### src/rtl/ps2_host_tx.sv
// PS/2 host-to-device command transmitter.
// Drives open-drain clk/data enables and reports ACK/timeout per byte.
module ps2_host_tx #(
  parameter int INHIBIT_CYCLES = 10000,
  parameter int TIMEOUT_CYCLES = 2000000
) (
  input  logic       clk,
  input  logic       reset,
  input  logic       tx_valid,
  input  logic [7:0] tx_data,
  output logic       tx_ready,
  output logic       busy,
  output logic       done,
  output logic       ack_ok,
  output logic       error,
  output logic       rx_inhibit,
  input  logic       ps2_clk_in,
  input  logic       ps2_data_in,
  output logic       ps2_clk_oe,
  output logic       ps2_data_oe
);

  typedef enum logic [2:0] {
    S_IDLE,
    S_INHIBIT,
    S_REQ,
    S_SEND,
    S_ACK,
    S_WAIT
  } state_t;

  localparam logic [20:0] INH_LAST = 21'(INHIBIT_CYCLES - 1);
  localparam logic [20:0] TO_LAST  = 21'(TIMEOUT_CYCLES - 1);

  state_t      state_q, state_d;
  logic [9:0]  frame_q, frame_d;
  logic [3:0]  bitcnt_q, bitcnt_d;
  logic [20:0] cnt_q, cnt_d;
  logic        drv_q, drv_d;
  logic        smp_q, smp_d;
  logic        done_q, done_d;
  logic        ack_q, ack_d;
  logic        err_q, err_d;

  logic clk_s1_q, clk_s2_q, clk_prev_q;
  logic dat_s1_q, dat_s2_q;
  logic fe;
  logic running;
  logic [3:0] nxt;

  always_ff @(posedge clk or negedge reset) begin
    if (!reset) begin
      clk_s1_q   <= 1'b1;
      clk_s2_q   <= 1'b1;
      clk_prev_q <= 1'b1;
      dat_s1_q   <= 1'b1;
      dat_s2_q   <= 1'b1;
    end else begin
      clk_s1_q   <= ps2_clk_in;
      clk_s2_q   <= clk_s1_q;
      clk_prev_q <= clk_s2_q;
      dat_s1_q   <= ps2_data_in;
      dat_s2_q   <= dat_s1_q;
    end
  end

  assign fe  = clk_prev_q & ~clk_s2_q;
  assign nxt = bitcnt_q + 4'd1;

  always_comb begin
    state_d  = state_q;
    frame_d  = frame_q;
    bitcnt_d = bitcnt_q;
    cnt_d    = cnt_q;
    drv_d    = drv_q;
    smp_d    = smp_q;
    done_d   = 1'b0;
    ack_d    = ack_q;
    err_d    = err_q;
    running  = 1'b0;
    unique case (state_q)
      S_IDLE: begin
        if (tx_valid) begin
          frame_d  = {1'b1, ~^tx_data, tx_data};
          bitcnt_d = 4'd0;
          cnt_d    = '0;
          ack_d    = 1'b0;
          err_d    = 1'b0;
          state_d  = S_INHIBIT;
        end
      end
      S_INHIBIT: begin
        if (cnt_q == INH_LAST) begin
          cnt_d   = '0;
          state_d = S_REQ;
        end else begin
          cnt_d = cnt_q + 21'd1;
        end
      end
      S_REQ: begin
        running = 1'b1;
        if (fe) begin
          drv_d    = ~frame_q[0];
          bitcnt_d = 4'd0;
          state_d  = S_SEND;
        end
      end
      S_SEND: begin
        running = 1'b1;
        if (fe) begin
          bitcnt_d = nxt;
          drv_d    = ~frame_q[nxt];
          if (nxt == 4'd9) state_d = S_ACK;
        end
      end
      S_ACK: begin
        running = 1'b1;
        if (fe) begin
          smp_d   = ~dat_s2_q;
          state_d = S_WAIT;
        end
      end
      S_WAIT: begin
        running = 1'b1;
        if (clk_s2_q && dat_s2_q) begin
          state_d = S_IDLE;
          done_d  = 1'b1;
          ack_d   = smp_q;
          err_d   = ~smp_q;
        end
      end
      default: state_d = S_IDLE;
    endcase
    // watchdog shares the counter with the inhibit timer
    if (running) begin
      if (fe) begin
        cnt_d = '0;
      end else if (cnt_q == TO_LAST && state_d == state_q) begin
        state_d = S_IDLE;
        done_d  = 1'b1;
        ack_d   = 1'b0;
        err_d   = 1'b1;
        drv_d   = 1'b0;
      end else begin
        cnt_d = cnt_q + 21'd1;
      end
    end
  end

  always_ff @(posedge clk or negedge reset) begin
    if (!reset) begin
      state_q  <= S_IDLE;
      frame_q  <= '0;
      bitcnt_q <= '0;
      cnt_q    <= '0;
      drv_q    <= 1'b0;
      smp_q    <= 1'b0;
      done_q   <= 1'b0;
      ack_q    <= 1'b0;
      err_q    <= 1'b0;
    end else begin
      state_q  <= state_d;
      frame_q  <= frame_d;
      bitcnt_q <= bitcnt_d;
      cnt_q    <= cnt_d;
      drv_q    <= drv_d;
      smp_q    <= smp_d;
      done_q   <= done_d;
      ack_q    <= ack_d;
      err_q    <= err_d;
    end
  end

  assign tx_ready    = (state_q == S_IDLE);
  assign busy        = ~tx_ready;
  assign rx_inhibit  = busy;
  assign done        = done_q;
  assign ack_ok      = ack_q;
  assign error       = err_q;
  assign ps2_clk_oe  = (state_q == S_INHIBIT);
  assign ps2_data_oe = ((state_q == S_INHIBIT) && (cnt_q == INH_LAST))
                     | (state_q == S_REQ)
                     | (((state_q == S_SEND) || (state_q == S_ACK)) && drv_q);

endmodule
### config.mk
export PLATFORM = sky130hd
export DESIGN_NAME = ps2_host_tx
export DESIGN_NICKNAME = d
export VERILOG_FILES = /design/src/rtl/ps2_host_tx.sv
export SDC_FILE = /design/constraint.sdc
export NUM_CORES = 1
export LEC_CHECK = 0
export BUFFER_PORTS_ARGS = -buffer_cell sky130_fd_sc_hd__buf_2
export CAP_MARGIN = 20
export CORE_UTILIZATION = 52
export CTS_BUF_LIST = sky130_fd_sc_hd__clkbuf_8
export DETAILED_ROUTE_END_ITERATION = 7
export PLACE_DENSITY = 0.73
export SETUP_SLACK_MARGIN = 0.15
export SYNTH_ARGS = -nofsm -noshare
export SYNTH_HDL_FRONTEND = slang
export SYNTH_SLANG_ARGS = --single-unit
### constraint.sdc
create_clock -name clk -period 5.2 [get_ports clk]
set_clock_uncertainty 0.05 [all_clocks]
set_input_delay 1.04 -clock clk [delete_from_list [all_inputs] [get_ports clk]]
set_output_delay 1.04 -clock clk [all_outputs]
set_load 0.01 [all_outputs]
==> metrics, run 1 <==
WL final 7574 microns; routed vias 2835; Final Hold Viols 0; buffer count from post-CTS setup fixing 0; crit path launch cnt_q[7]$_DFF_PN0_; layout cell share with drive strength beyond 1 0.1556; Sw Share 0.3043; cells taking the most area after synthesis dfrtp_1 (34%), o21ai_0 (5.1%), dfstp_2 (4.2%), nand2_1 (3.5%), nand3_1 (3.2%); Synth Register Bits 48; Most used DFF post-synth dfrtp_1; hold buffers post-CTS 0; CP endpoint kind primary output; vias per inst 6.563; Max stage delay on crit path 0.52 ns; unrepaired setup endpoints after global routing no; Clock Power Share 0.288; Netlist cell types 68; initial antenna violation count 0; most common cell in the netlist dfrtp_1; number of global-route vias before repair 2565; htree depth 2; Reg power frac 0.496; relative slew slack 0.4210; PortBufs 20; status finished, final reports clean; diodes inserted 0; worst setup path end ps2_data_oe; Final Instance Area 3378 sq um; Post-DP Area 3242 sq um; top cell type by total area after synthesis dfrtp_1; final setup margin 1.866 ns; VDD IR-drop max 176.0 uV; fin nets 378; Routed wire per std cell 17.53 microns; async set-reset flop share out of synthesis 1.000; Hold Path Depth 0; Crit Path Class flop to primary output; CTS root buffer clkbuf_8; # resized after CTS 0; total gr overflow 0; Placer Congestion 0.9189; family with the most delay on the worst path simple AND/OR/NAND/NOR gates; setup TNS 0 ns; row cnt 27; FF-to-FF End cnt_q[19]$_DFF_PN0_; syn avg cell area 8.943 sq um; clock slew at reported path FFs 0.09 ns; first-pass GRT wire length 12910 microns; area growth from synthesis to layout 7.313%; DRT Pass-1 Iters 5; Post-Syn Area 3148 sq um; Fmax 299.9 MHz; height of the die 79.81 microns; clock latency on the worst-skew pair 0.31 ns; slew of the pin with the lowest slew margin 0.8653 ns; Internal Power 675.5 uW; Die Wd 79.81 microns; largest net degree at the start of global routing 49; top cells by count, synth dfrtp_1 (43), o21ai_0 (32), nand2_1 (29); Hold Path Class flop to flop; Startpoint Class flop; CP max-delay cell dfrtp_1; Initial DRC Count 386; Yosys Warn Count 0; final hold slack 0.3113 ns; Remaining DRCs 0; clk buf depth 2; Mapped Cells 352; r2r setup slk 2.17 ns; CP Cell Sequence nor4b_2 -> nand2_1 -> nor4_1 -> a21oi_1 -> o22ai_1 -> buf_2; Post-synth EDFFs 0; HPWL Detailed 5413 microns; I/O pin total 21; R2R depth 6; number of cells on the critical path 6; Final Slew Violations 0; Switch Pwr 295.5 uW; pwr dens 287.4 nW/um^2; combinational power share 0.216; max_cap viols 0; # setup viols final 0; reg2reg start state_q[2]$_DFF_PN0_; post-synth top area share 0.3418; ANT nets after route 0; pre-CTS WS 2.268 ns; post-layout util 0.5952; core area 5675 sq um; TritonCTS clock tree yes; Filler cells 492; post-synth net total 371; Arr. time, crit path 2.24 ns; Worst EP required 4.11 ns; period utilization 0.6412; WP buf/inv 1; clk sinks 48; Final min period 3.334 ns; leakage 0.001359 uW; worst-path fanout max 10; total CTS buffers 5; Total GRT Usage 0.2602; starting density of the core 0.5547; sequential share of the synthesized area 0.3835; Die ar. 6369 sq um
## metrics by stage
stage,instances,power (uW)
after floorplan,352,637.1
after global placement,423,688.0
after detailed placement,423,693.6
after CTS,431,971.5
after global routing,432,1028
final,432,970.9
## power by group through the flow
stage | logic, uW | registers, uW | clock network [uW]
4_1_cts | 208 | 479 | 285
2_1_floorplan | 175 | 462 | 0
5_1_grt | 237 | 489 | 302
3_5_place_dp | 207 | 487 | 0
3_3_place_gp | 204 | 484 | 0
6_report | 210 | 482 | 279
## cells by family after synthesis
family / share of synthesized area
AO/OA/AOI/OAI: 0.2270
XOR/XNOR: 0.03339
adder cells (fa/ha/maj): 0.02385
buffers and inverters: 0.05087
flip-flops: 0.3835
multiplexers: 0.05564
AND/OR/NAND/NOR: 0.2258
## cell type report
| type | instances | area (sq um) | share of cell area |
|---|---|---|---|
| multi-input cells | 267 | 1780 | 0.5270 |
| inverters | 15 | 56.30 | 0.01667 |
| clock buffers | 5 | 68.82 | 0.02037 |
| clock inverters | 3 | 47.55 | 0.01407 |
| repair buffers | 22 | 127.6 | 0.03778 |
| well taps | 72 | 90.09 | 0.02667 |
| flip-flops and latches | 48 | 1207 | 0.3574 |
## state kept, by name, indices dropped and copies added, names as in the netlist
name        flops
cnt_q          21
frame_q        10
bitcnt_q        4
state_q         3
ack_ok          1
clk_prev_q      1
clk_s1_q        1
clk_s2_q        1
dat_s1_q        1
dat_s2_q        1
done            1
drv_q           1
error           1
smp_q           1
## layout by cell type (no fill, tap or decap), types with 7 or more instances in the layout
master,Yosys,final
xnor2_1,10,10
nor2_1,19,19
dfrtp_1,43,43
inv_1,15,15
nand4_1,9,9
a22oi_1,7,7
or3_1,7,7
a21oi_1,18,18
o21ai_0,32,32
nand3_1,20,20
mux2_2,8,8
buf_2,7,20
nand2_1,29,29
## layer usage
| layer | GRT usage | up-vias | share of wire |
|---|---|---|---|
| met4 | 0.07321 | 0 | 0.019 |
| li1 | - | 1321 | - |
| met1 | 0.3857 | 1361 | 0.46 |
| met2 | 0.3949 | 132 | 0.45 |
| met5 | 0 | - | 0 |
| met3 | 0.03429 | 21 | 0.072 |
## worst min path at each step
stage | startpoint | endpoint | slack (ns)
after CTS | clk_s1_q$_DFF_PN1_ | clk_s2_q$_DFF_PN1_ | 0.31
after global placement | dat_s1_q$_DFF_PN1_ | dat_s2_q$_DFF_PN1_ | 0.30
after global routing | dat_s1_q$_DFF_PN1_ | dat_s2_q$_DFF_PN1_ | 0.32
after detailed placement | clk_s1_q$_DFF_PN1_ | clk_s2_q$_DFF_PN1_ | 0.30
after floorplan | clk_s1_q$_DFF_PN1_ | clk_s2_q$_DFF_PN1_ | 0.30
final | clk_s1_q$_DFF_PN1_ | clk_s2_q$_DFF_PN1_ | 0.31
No activity file was read; power rests on OpenSTA's default activity.
==> run 2: changes to the inputs <==
==> constraint.sdc (replaced) <==
create_clock -name clk -period 3.25 [get_ports clk]
set_clock_uncertainty 0.05 [all_clocks]
set_input_delay 0.65 -clock clk [delete_from_list [all_inputs] [get_ports clk]]
set_output_delay 0.65 -clock clk [all_outputs]
set_load 0.01 [all_outputs]
==> run 2 against run 1 <==
Effect of this change:
- die area did not move
- critical path depth stayed put
- setup slack lost 1.5 ns
- routed wire length is 0.29% higher
- largest power group unchanged
==> metrics, run 2 (synthesized netlist as in run 1, its figures left out) <==
Reg with most FFs cnt_q (unchanged); height of the die 79.81 microns (unchanged); first-pass GRT wire length 12830 microns (was 12910 microns); buffer count from post-CTS setup fixing 0 (unchanged); total gr overflow 0 (unchanged); status finished, final reports clean (unchanged); pwr dens 458.0 nW/um^2 (was 287.4 nW/um^2); Startpoint Class flop (unchanged); Fmax 343.7 MHz; r2r setup slk 0.40 ns (was 2.17 ns); TritonCTS clock tree yes (unchanged); CP Cell Sequence nor4b_2 -> nand2_1 -> nor4_2 -> a21oi_1 -> o22ai_1 -> buf_2 (was nor4b_2 -> nand2_1 -> nor4_1 -> a21oi_1 -> o22ai_1 -> buf_2); clk buf depth 2 (unchanged); diodes inserted 0 (unchanged); Die ar. 6369 sq um (unchanged); family with the most delay on the worst path simple AND/OR/NAND/NOR gates (unchanged); Placer Congestion 0.8828 (was 0.9189); Final min period 2.910 ns; Die Wd 79.81 microns (unchanged); most common cell after layout, fill and taps aside dfrtp_1 (unchanged); max_cap viols 0 (unchanged); largest net degree at the start of global routing 49 (unchanged); Reg power frac 0.494 (was 0.496); CP endpoint kind primary output (unchanged); Post-DP Area 3264 sq um (was 3242 sq um); Final Hold Viols 0 (unchanged); clock slew at reported path FFs 0.10 ns (was 0.09 ns); Power Total 1560 uW (was 970.9 uW); WL final 7596 microns (was 7574 microns); Internal Power 1082 uW (was 675.5 uW); Final Instance Area 3407 sq um (was 3378 sq um); clock latency on the worst-skew pair 0.31 ns (about the same); layout cell share with drive strength beyond 1 0.1680 (was 0.1556); most frequent cells in the layout dfrtp_1 (43), o21ai_0 (32), nand2_1 (29) (unchanged); area growth from synthesis to layout 8.227% (was 7.313%); unrepaired setup endpoints after global routing no (unchanged); core area 5675 sq um (unchanged); slew of the pin with the lowest slew margin 0.6479 ns (was 0.8653 ns); dpl cells 426 (was 423); PortBufs 20 (unchanged); Final Slew Violations 0 (unchanged); Clock Power Share 0.290 (was 0.288); number of global-route vias before repair 2560 (was 2565); Worst EP required 2.55 ns (was 4.11 ns); initial antenna violation count 0 (unchanged); I/O pin total 21 (unchanged); Regs by FF count cnt_q: 21 flops, frame_q: 10 flops, bitcnt_q: 4 flops (unchanged); Routed wire per std cell 17.46 microns (was 17.53 microns); Remaining DRCs 0 (unchanged); max FFs per register 21 (unchanged); Switch Pwr 478.4 uW (was 295.5 uW); routed vias 2823 (was 2835); FF-to-FF End cnt_q[19]$_DFF_PN0_ (unchanged); Hold Path Class input pin to asynchronous set/reset pin (was flop to flop); WP buf/inv 1 (unchanged); leakage 0.001371 uW (was 0.001359 uW); # setup viols final 0 (unchanged); Total GRT Usage 0.2614 (was 0.2602); CP max-delay cell dfrtp_1 (unchanged); CTS root buffer clkbuf_8 (unchanged); htree depth 2 (unchanged); HPWL Detailed 5337 microns (was 5413 microns); R2R depth 7 (was 6); final setup margin 0.3402 ns (was 1.866 ns); period utilization 0.8953; reg2reg start state_q[1]$_DFF_PN0_ (was state_q[2]$_DFF_PN0_); vias per inst 6.490 (was 6.563); worst-path fanout max 10 (unchanged); DRT Pass-1 Iters 5 (unchanged); ANT nets after route 0 (unchanged); Initial DRC Count 437 (was 386); total CTS buffers 5 (unchanged); Sw Share 0.3066 (was 0.3043); starting density of the core 0.5547 (unchanged); relative slew slack 0.5680 (was 0.4210); setup TNS 0 ns (unchanged); row cnt 27 (unchanged); VDD IR-drop max 444.6 uV (was 176.0 uV); Crit Path Class flop to primary output (unchanged); non-filler instance count after layout 435 (was 432); Max stage delay on crit path 0.50 ns (was 0.52 ns); clk sinks 48 (unchanged); Filler cells 496 (was 492); fin nets 381 (was 378); pre-CTS WS 0.4327 ns (was 2.268 ns); combinational power share 0.216 (about the same); Arr. time, crit path 2.21 ns (was 2.24 ns)
run 2: how the worst max path moves through the flow:
stage | start | endpoint | slack [ns] | cells past startpoint
final | cnt_q[7]$_DFF_PN0_ | ps2_data_oe | 0.34 | 6
after global routing | cnt_q[7]$_DFF_PN0_ | ps2_data_oe | 0.20 | 6
after CTS | cnt_q[7]$_DFF_PN0_ | ps2_data_oe | 0.28 | 6
after detailed placement | bitcnt_q[0]$_DFFE_PN0P_ | drv_q$_DFF_PN0_ | 0.43 | 7
after global placement | state_q[2]$_DFF_PN0_ | cnt_q[19]$_DFF_PN0_ | 0.53 | 7
after floorplan | state_q[2]$_DFF_PN0_ | cnt_q[19]$_DFF_PN0_ | 0.66 | 9
run 2: layout make-up:
type	instances	area (sq um)	share of cell area
clock inverter	3	46.29	0.01359
tap	72	90.09	0.02644
sequential	48	1207	0.3544
inverter	15	56.30	0.01653
clock buffer	5	68.82	0.02020
multi-input combinational	267	1788	0.5248
timing repair buffer	25	150.1	0.04407
run 2: through the flow:
step / utilization / hold WS (ns)
after floorplan: - / 0.2952
after global placement: 0.5752 / 0.2969
after detailed placement: 0.5752 / 0.2984
after CTS: 0.5955 / 0.3124
after global routing: 0.6003 / 0.2689
final: 0.6003 / 0.2385
run 2: repair_timing:
item                                    in CTS  in global routing
endpoints found under the setup margin       0                  2
resized for setup                            0                  2
hold buffers                                 0                  0
run 2: power by group through the flow:
stage          Sequential [uW]  Combinational (uW)  Clock (uW)
6_report                   771                 337         452
5_1_grt                    784                 382         490
4_1_cts                    768                 335         465
3_5_place_dp               779                 334           0
3_3_place_gp               777                 326           0
2_1_floorplan              740                 280           0
run 2: metal layers:
layer / GRT usage / wire length, microns / part of all wire
met1: 0.3851 / 3483 / 0.46
met2: 0.3915 / 3407 / 0.45
met3: 0.04571 / 614 / 0.081
met4: 0.07321 / 90 / 0.012
met5: 0 / 0 / 0
run 2: worst register-to-register path, delay by kind of cell, from the launching register on:
kind	cells	cell delay, ns
AO/OA/AOI/OAI	2	0.36
buffers and inverters	1	0.19
flip-flops	1	0.64
adder cells (fa/ha/maj)	1	0.54
AND/OR/NAND/NOR	3	0.99
